### config.mk
export PLATFORM = sky130hd
export DESIGN_NAME = dq_tx_sequencer
export DESIGN_NICKNAME = d
export VERILOG_FILES = /design/src/rtl/dq_tx_pkg.sv /design/src/rtl/dq_tx_lane_order.sv /design/src/rtl/dq_tx_sequencer.sv
export SDC_FILE = /design/constraint.sdc
export NUM_CORES = 1
export LEC_CHECK = 0
export CAP_MARGIN = 20
export CORE_MARGIN = 5
export CORE_UTILIZATION = 45
export CTS_CLUSTER_SIZE = 8
export DETAILED_ROUTE_END_ITERATION = 8
export GPL_ROUTABILITY_DRIVEN = 0
export GPL_TIMING_DRIVEN = 0
export PLACE_DENSITY = 0.95
export SETUP_SLACK_MARGIN = 0.05
export SLEW_MARGIN = 20
export SYNTH_ARGS = -nofsm -noshare
export SYNTH_HDL_FRONTEND = slang
export SYNTH_HIERARCHICAL = 1
export SYNTH_SLANG_ARGS = --single-unit
export TNS_END_PERCENT = 10
### constraint.sdc
create_clock -name oclk_div -period 4.1 [get_ports oclk_div]
set_input_delay 0.82 -clock oclk_div [delete_from_list [all_inputs] [get_ports oclk_div]]
set_output_delay 0.82 -clock oclk_div [all_outputs]
set_load 0.1 [all_outputs]
### src/rtl/dq_tx_pkg.sv
// Shared encodings for the DDR3 write-path byte-lane sequencer: FSM states,
// tristate codes and DQS waveforms.
package dq_tx_pkg;

  typedef logic [2:0] state_t;

  localparam state_t S_IDLE = 3'd0;
  localparam state_t S_WAIT = 3'd1;
  localparam state_t S_PRE  = 3'd2;
  localparam state_t S_DATA = 3'd3;
  localparam state_t S_POST = 3'd4;

  localparam logic [1:0] TRI_OFF    = 2'b11;
  localparam logic [1:0] TRI_ON     = 2'b00;
  localparam logic [3:0] DQS_TOGGLE = 4'b1010;
  localparam logic [3:0] DQS_LOW    = 4'b0000;

endpackage

### src/rtl/dq_tx_lane_order.sv
// Per-lane nibble reorder ahead of the output serializer: pass-through when
// bit 0 leaves first, bit-reversed when bit 3 leaves first.
module dq_tx_lane_order #(
  parameter int MSB_FIRST = 0
) (
  input  logic [3:0] nib_i,
  output logic [3:0] nib_o
);

  generate
    if (MSB_FIRST != 0) begin : g_rev
      assign nib_o = {nib_i[0], nib_i[1], nib_i[2], nib_i[3]};
    end else begin : g_pass
      assign nib_o = nib_i;
    end
  endgenerate

endmodule

### src/rtl/dq_tx_sequencer.sv
// DDR3 write-path byte-lane sequencer: write latency, DQS preamble/postamble and
// per-lane bit order. Optional macro DQ_TX_PATTERN_EN adds a fixed-pattern burst source.
module dq_tx_sequencer
  import dq_tx_pkg::*;
#(
  parameter int DQ_WIDTH     = 8,
  parameter int WLAT_WIDTH   = 4,
  parameter int BURST_CYCLES = 2,
  parameter int MSB_FIRST    = 0
) (
  input  logic                    oclk_div,
  input  logic                    rst,
  input  logic [WLAT_WIDTH-1:0]   wlat,
  input  logic                    cmd_valid,
  output logic                    cmd_ready,
  input  logic [4*DQ_WIDTH-1:0]   wr_data,
  output logic                    data_rd,
`ifdef DQ_TX_PATTERN_EN
  input  logic                    pattern_mode,
  input  logic [4*DQ_WIDTH-1:0]   pattern,
`endif
  output logic [4*DQ_WIDTH-1:0]   dq_dout,
  output logic [1:0]              dq_tri,
  output logic [3:0]              dqs_dout,
  output logic [1:0]              dqs_tri,
  output logic                    busy
);

  localparam int BCNT_W = (BURST_CYCLES > 1) ? $clog2(BURST_CYCLES) : 1;
  localparam logic [BCNT_W-1:0] LAST_BEAT = BCNT_W'(BURST_CYCLES - 1);

  state_t                  state_q, state_d;
  logic [WLAT_WIDTH-1:0]   cnt_q, cnt_d;
  logic [BCNT_W-1:0]       bcnt_q, bcnt_d;
  logic                    pat_q, pat_d;

  logic [4*DQ_WIDTH-1:0]   src_data;
  logic [4*DQ_WIDTH-1:0]   ordered;

  logic [4*DQ_WIDTH-1:0]   dq_dout_q, dq_dout_d;
  logic [1:0]              dq_tri_q, dq_tri_d;
  logic [3:0]              dqs_dout_q, dqs_dout_d;
  logic [1:0]              dqs_tri_q, dqs_tri_d;

`ifdef DQ_TX_PATTERN_EN
  assign src_data = pat_q ? pattern : wr_data;
  assign data_rd  = (state_q == S_DATA) && !pat_q;
`else
  assign src_data = wr_data;
  assign data_rd  = (state_q == S_DATA);
`endif

  assign cmd_ready = (state_q == S_IDLE);
  assign busy      = (state_q != S_IDLE);

  genvar g;
  generate
    for (g = 0; g < DQ_WIDTH; g++) begin : g_lane
      dq_tx_lane_order #(.MSB_FIRST(MSB_FIRST)) u_order (
        .nib_i (src_data[4*g +: 4]),
        .nib_o (ordered[4*g +: 4])
      );
    end
  endgenerate

  always_comb begin
    // NOTE: every combinational output is defaulted first so no path through the case infers a latch.
    state_d = state_q;
    cnt_d   = cnt_q;
    bcnt_d  = bcnt_q;
    pat_d   = pat_q;
    case (state_q)
      S_IDLE: begin
        if (cmd_valid) begin
          cnt_d   = wlat;
`ifdef DQ_TX_PATTERN_EN
          pat_d   = pattern_mode;
`else
          pat_d   = 1'b0;
`endif
          state_d = (wlat != '0) ? S_WAIT : S_PRE;
        end
      end
      S_WAIT: begin
        // Leaving at cnt == 1 gives exactly wlat WAIT cycles and never wraps.
        cnt_d = cnt_q - WLAT_WIDTH'(1);
        if (cnt_q == WLAT_WIDTH'(1)) state_d = S_PRE;
      end
      S_PRE: begin
        bcnt_d  = '0;
        state_d = S_DATA;
      end
      S_DATA: begin
        if (bcnt_q == LAST_BEAT) begin
          bcnt_d  = '0;
          state_d = S_POST;
        end else begin
          bcnt_d = bcnt_q + BCNT_W'(1);
        end
      end
      S_POST:  state_d = S_IDLE;
      default: state_d = S_IDLE;
    endcase
  end

  always_comb begin
    dq_dout_d  = '0;
    dq_tri_d   = TRI_OFF;
    dqs_dout_d = DQS_LOW;
    dqs_tri_d  = TRI_OFF;
    case (state_q)
      S_PRE, S_POST: dqs_tri_d = TRI_ON;
      S_DATA: begin
        dqs_tri_d  = TRI_ON;
        dqs_dout_d = DQS_TOGGLE;
        dq_tri_d   = TRI_ON;
        dq_dout_d  = ordered;
      end
      default: ;
    endcase
  end

  always_ff @(posedge oclk_div or posedge rst) begin
    if (rst) begin
      state_q    <= S_IDLE;
      cnt_q      <= '0;
      bcnt_q     <= '0;
      pat_q      <= 1'b0;
      dq_dout_q  <= '0;
      dq_tri_q   <= TRI_OFF;
      dqs_dout_q <= DQS_LOW;
      dqs_tri_q  <= TRI_OFF;
    end else begin
      // NOTE: non-blocking updates so every register samples the pre-edge state.
      state_q    <= state_d;
      cnt_q      <= cnt_d;
      bcnt_q     <= bcnt_d;
      pat_q      <= pat_d;
      dq_dout_q  <= dq_dout_d;
      dq_tri_q   <= dq_tri_d;
      dqs_dout_q <= dqs_dout_d;
      dqs_tri_q  <= dqs_tri_d;
    end
  end

  assign dq_dout  = dq_dout_q;
  assign dq_tri   = dq_tri_q;
  assign dqs_dout = dqs_dout_q;
  assign dqs_tri  = dqs_tri_q;

endmodule

# Word level (Yosys, flattened, before mapping)

Index checks and enable logic that the tools add are counted.
W data, S select, Z words.

Output and inout port bits: 43
Input port bits: 39
Word-level logic and storage cells: 38
Bits in registers: 48

Reduce and logical (&&, ||, !) cells: 8
Add/subtract/negate cells: 2
Eq/ne operators: 8
Multiplexer cells: 13

Operators with widths:

| cell                  | number |
|---|---|
| $mux W32              | 1 |
| $pmux W3 S4           | 1 |
| $mux W3               | 3 |
| $mux W4               | 2 |
| $pmux W4 S2           | 1 |
| $eq A3 B2 Y1 const B  | 2 |
| $mux W2               | 3 |
| $eq A4 B1 Y1 const B  | 1 |
| $ne A2 B2 Y1 const B  | 2 |
| $reduce_bool A2 Y1    | 2 |
| $reduce_bool A4 Y1    | 1 |
| $sub A4 B1 Y4 const B | 1 |
| $eq A3 B1 Y1 const B  | 1 |
| $eq A3 B3 Y1 const B  | 1 |
| $logic_not A3 Y1      | 1 |
| $reduce_and A3 Y1     | 1 |
| $reduce_bool A3 Y1    | 1 |
| $reduce_or A3 Y1      | 1 |
| $ne A2 B1 Y1 const B  | 1 |
| $pmux W1 S2           | 1 |
| $reduce_and A2 Y1     | 1 |
| $add A1 B1 Y1 const B | 1 |
| $mux W1               | 1 |

# Logic depth before layout (Yosys ltp)

Depth in word-level cells: 4
Gate-level depth with buffers: 7
Depth with buffers taken out: 6

# Cells and area by module

The synthesis kept the hierarchy.

By module, submodules not included:

| module           | sequential area each (um^2) | cells each | instances | area an instance (um^2) |
|---|---|---|---|---|
| dq_tx_sequencer  | 1078.5                      | 130        | 1         | 1659.1 |
| dq_tx_lane_order | 0.0                         | 4          | 8         | 30.0 |

# Worst setup path before layout

Ideal clock, no wire load.

Path kind: reg-to-output
From: reg state_q[1]
To: out cmd_ready
Data arrival time: 2075 ps
Required time: 3280 ps
Slack: 1205 ps
Path buffers: 1
Stages on the path, launching flop included: 4
Path through: dfrtp_1 -> buf_6 -> or3_1 -> inv_1

Cells in the longest elaborated chain, start to end: 1

Ends and longest elaborated chain:

| item                     | RTL line               | text |
|---|---|---|
| start: declaration       | dq_tx_sequencer.sv:32  | `state_t state_q, state_d;` |
| start signal: assignment | dq_tx_sequencer.sv:135 | `state_q <= state_d;` |
| $logic_not A3 Y1         | --                     |  |
| end: declaration         | dq_tx_sequencer.sv:15  | `output logic cmd_ready,` |

No other way between the ends.

# Worst setup path in the final report

From: reg state_q[2]
To: out data_rd

Cells in the longest elaborated chain, start to end: 1

Ends and longest elaborated chain:

| item             | RTL line              | text |
|---|---|---|
| $eq A3 B2 Y1     | dq_tx_sequencer.sv:50 | `assign data_rd = (state_q == S_DATA);` |
| end: declaration | dq_tx_sequencer.sv:17 | `output logic data_rd,` |

No other way between the ends.

==> impl_metrics.csv <==
group,metric,value,unit
setup_path,worstPathRequired,3.28,ns
logic_synthesis,synth_common_cells,"dfrtp_1, buf_4, and3_1",
logic_synthesis,synth_adder_area_share,1.32,%
routing,via_per_inst,4.77,
timing,finalHoldViolCount,0,
placement,port_buffers,47,
clock_tree,clk_pin_slew,0.07,ns
timing,setup_viol_count_final,0,
layout,synthToLayoutAreaGrowth,33.6,%
routing,totalWireLength,3870,µm
die,coreArea,4060,µm²
clock_tree,clockRootBuffer,"clkbuf_8",
clock_tree,cts_hold_buf,0,
logic_synthesis,synth.area.mux_share,1.65,%
logic_synthesis,synth_compound_area_share,4.94,%
clock_tree,clockBufferDepth,2,
die,fp.dieArea,5620,µm²
setup_path,worst-path-max-fanout,8,
timing,report.final.slew_viol_count,0,
grt,antenna_found_initial,0,
setup_path,startpoint_type,"register",
setup_path,crit_chain,"buf_2 > nor2_2 > and2_1 > clkdlybuf4s50_1",
logic_synthesis,synth-edff-count,0,
logic_synthesis,syn_area,1900,µm²
status,outcome,"finished clean",
routing,first_iter_violations,75,
setup_path,critPathCapture,"data_rd",
grt,grt_pass1_wl,5910,µm
setup_path,r2r_cells,4,
logic_synthesis,synthTopCellsByArea,"dfrtp_1, buf_4, and3_1",
clock_tree,post-cts-setup-buffer-count,0,
setup_path,slowest_stage,"clkdlybuf4s50_1",
grt,grt_use_total,14.1,%
timing,whs,0.555,ns
logic_synthesis,synth_top_area_cell,"dfrtp_1",
grt,grt_overflow_total,0,
setup_path,regToRegEndpoint,"cnt_q[3]",
logic_synthesis,ys_ff_latch,43,
timing,clock-skew-final,0.00266,ns
logic_synthesis,ys_warn_count,6,
setup_path,crit_arrival,2.46,ns
logic_synthesis,synth_ff_type,"dfrtp_1",
logic_synthesis,async_flop_share,100,%
setup_path,crit_type,"reg -> out",
routing,drc,0,
routing,firstDrtPassIters,4,
timing,slew_headroom,33.5,%
timing,period_share,80.0,%
setup_path,max_stage_delay,1.15,ns
setup_path,crit_family,"buffers and inverters",
layout,diodes,0,
die,die_w,75.0,µm
setup_path,worst-path-stages,4,
logic_synthesis,synth_top_family_by_area,"buffers and inverters",
hold_path,hold_path.class,"reg -> reg",
logic_synthesis,ys_seq_area_share,56.8,%
setup_path,worst-path-buf-inv,2,
grt,grt_max_degree,29,
setup_path,crit_start,"state_q[2]",
layout,fin_nets,259,
timing,period_minus_slack,3.28,ns
logic_synthesis,syn_inst,162,
clock_tree,cts_tree,"built",
setup_path,endpoint_kind,"output port",
clock_tree,clock_latency,0.28,ns
logic_synthesis,synth_top_area_share,54.0,%
layout,multiInputGateArea,477,µm²
layout,regArea,1080,µm²
layout,fill_cells,337,
clock_tree,post_cts_resized,0,
placement,place_area,2460,µm²
placement,dp_hpwl,3060,µm
logic_synthesis,syn_area_per_cell,11.7,µm²
grt,grt_pass1_vias,1265,
timing,tns,0,ns
logic_synthesis,synth-simple-area-share,16.8,%
timing,tightest_slew,0.994,ns
logic_synthesis,synth.most_common_cell,"dfrtp_1",
setup_path,rrSetupSlack,2.51,ns
die,rows,23,
layout,layout-drive-gt1-share,24.7,%
setup_path,timing.rr.start,"state_q[2]",
layout,design_area,2540,µm²
die,fp.dieH,75.0,µm
die,ios,82,
clock_tree,htreeDepth,2,
clock_tree,cts.sinks,43,
flow_run,drv_cap,0,
timing,grt_setup_unrepaired,"false",
routing,routedWlPerCell,14.4,µm
routing,ant_nets,0,
die,initial_core_util,46.8,%
routing,vias,1283,
logic_synthesis,yosysUniqueCellTypes,36,
timing,fmax,305,MHz
clock_tree,cts_made_buffers,5,
logic_synthesis,synth-xor-area-share,0,%
[stage by stage]
step	utilization [%]	worst slack, ns	instances
final	62.5	0.822	269
after global routing	62.5	0.737	269
after CTS	62.5	0.800	269
after detailed placement	60.5	1.12	261
after global placement	60.0	1.13	260
after floorplan	-	1.21	163
[per-layer routing]
layer  up-vias  part of all wire (%)  wire (µm)  track usage [%]
li1        620                     -          -                -
met1       608                    37       1440             16.4
met2        48                    53       2050             24.6
met3         7                   7.6        293             3.47
met4         0                   2.0         78             6.32
met5         -                     0          0                0
[worst min-delay path by stage]
stage	cells past startpoint	end	startpoint	slack (ns)
6_report	1	bcnt_q	bcnt_q	0.55
2_1_floorplan	1	bcnt_q	bcnt_q	0.49
4_1_cts	1	state_q[1]	bcnt_q	0.56
3_5_place_dp	1	bcnt_q	bcnt_q	0.54
3_3_place_gp	1	bcnt_q	bcnt_q	0.51
5_1_grt	1	state_q[1]	bcnt_q	0.58
[cells in the final DEF (no fill, tap or decap), types with 5 or more instances in the layout]
master,netlist,layout
dfrtp_1,41,41
and3_1,33,33
buf_4,37,37
inv_1,6,5
clkbuf_1,6,8
clkbuf_8,0,5
clkdlybuf4s50_1,0,47
[cell families (layout without fill, tap and decap cells)]
group / Yosys count / after routing
muxes: 3 / 3
and+or+nand+nor: 48 / 48
buffers and inverters: 53 / 109
AOI/OAI and AO/OA: 12 / 12
DFF: 43 / 43
other: 1 / 2
adders and majority gates: 2 / 2
[final cells by class]
| class | instances | share of cell area (%) |
|---|---|---|
| clock buffers | 7 | 3.01 |
| plain buffers | 46 | 12.7 |
| multi-input cells | 67 | 18.8 |
| clock inverters | 1 | 0.197 |
| well taps | 50 | 2.47 |
| flip-flops and latches | 43 | 42.5 |
| repair buffers | 48 | 19.3 |
| inverters | 7 | 1.04 |
[sequential cells by signal (all words and copies together), names as in the netlist]
name / cells
dqs_dout: 1
cnt_q: 4
dqs_tri: 1
dq_dout: 32
state_q: 3
bcnt_q: 1
dq_tri: 1
Power is left out: the tool's default activity adds up to more than one toggle a clock period on the data nets, which glitch-free logic cannot reach.
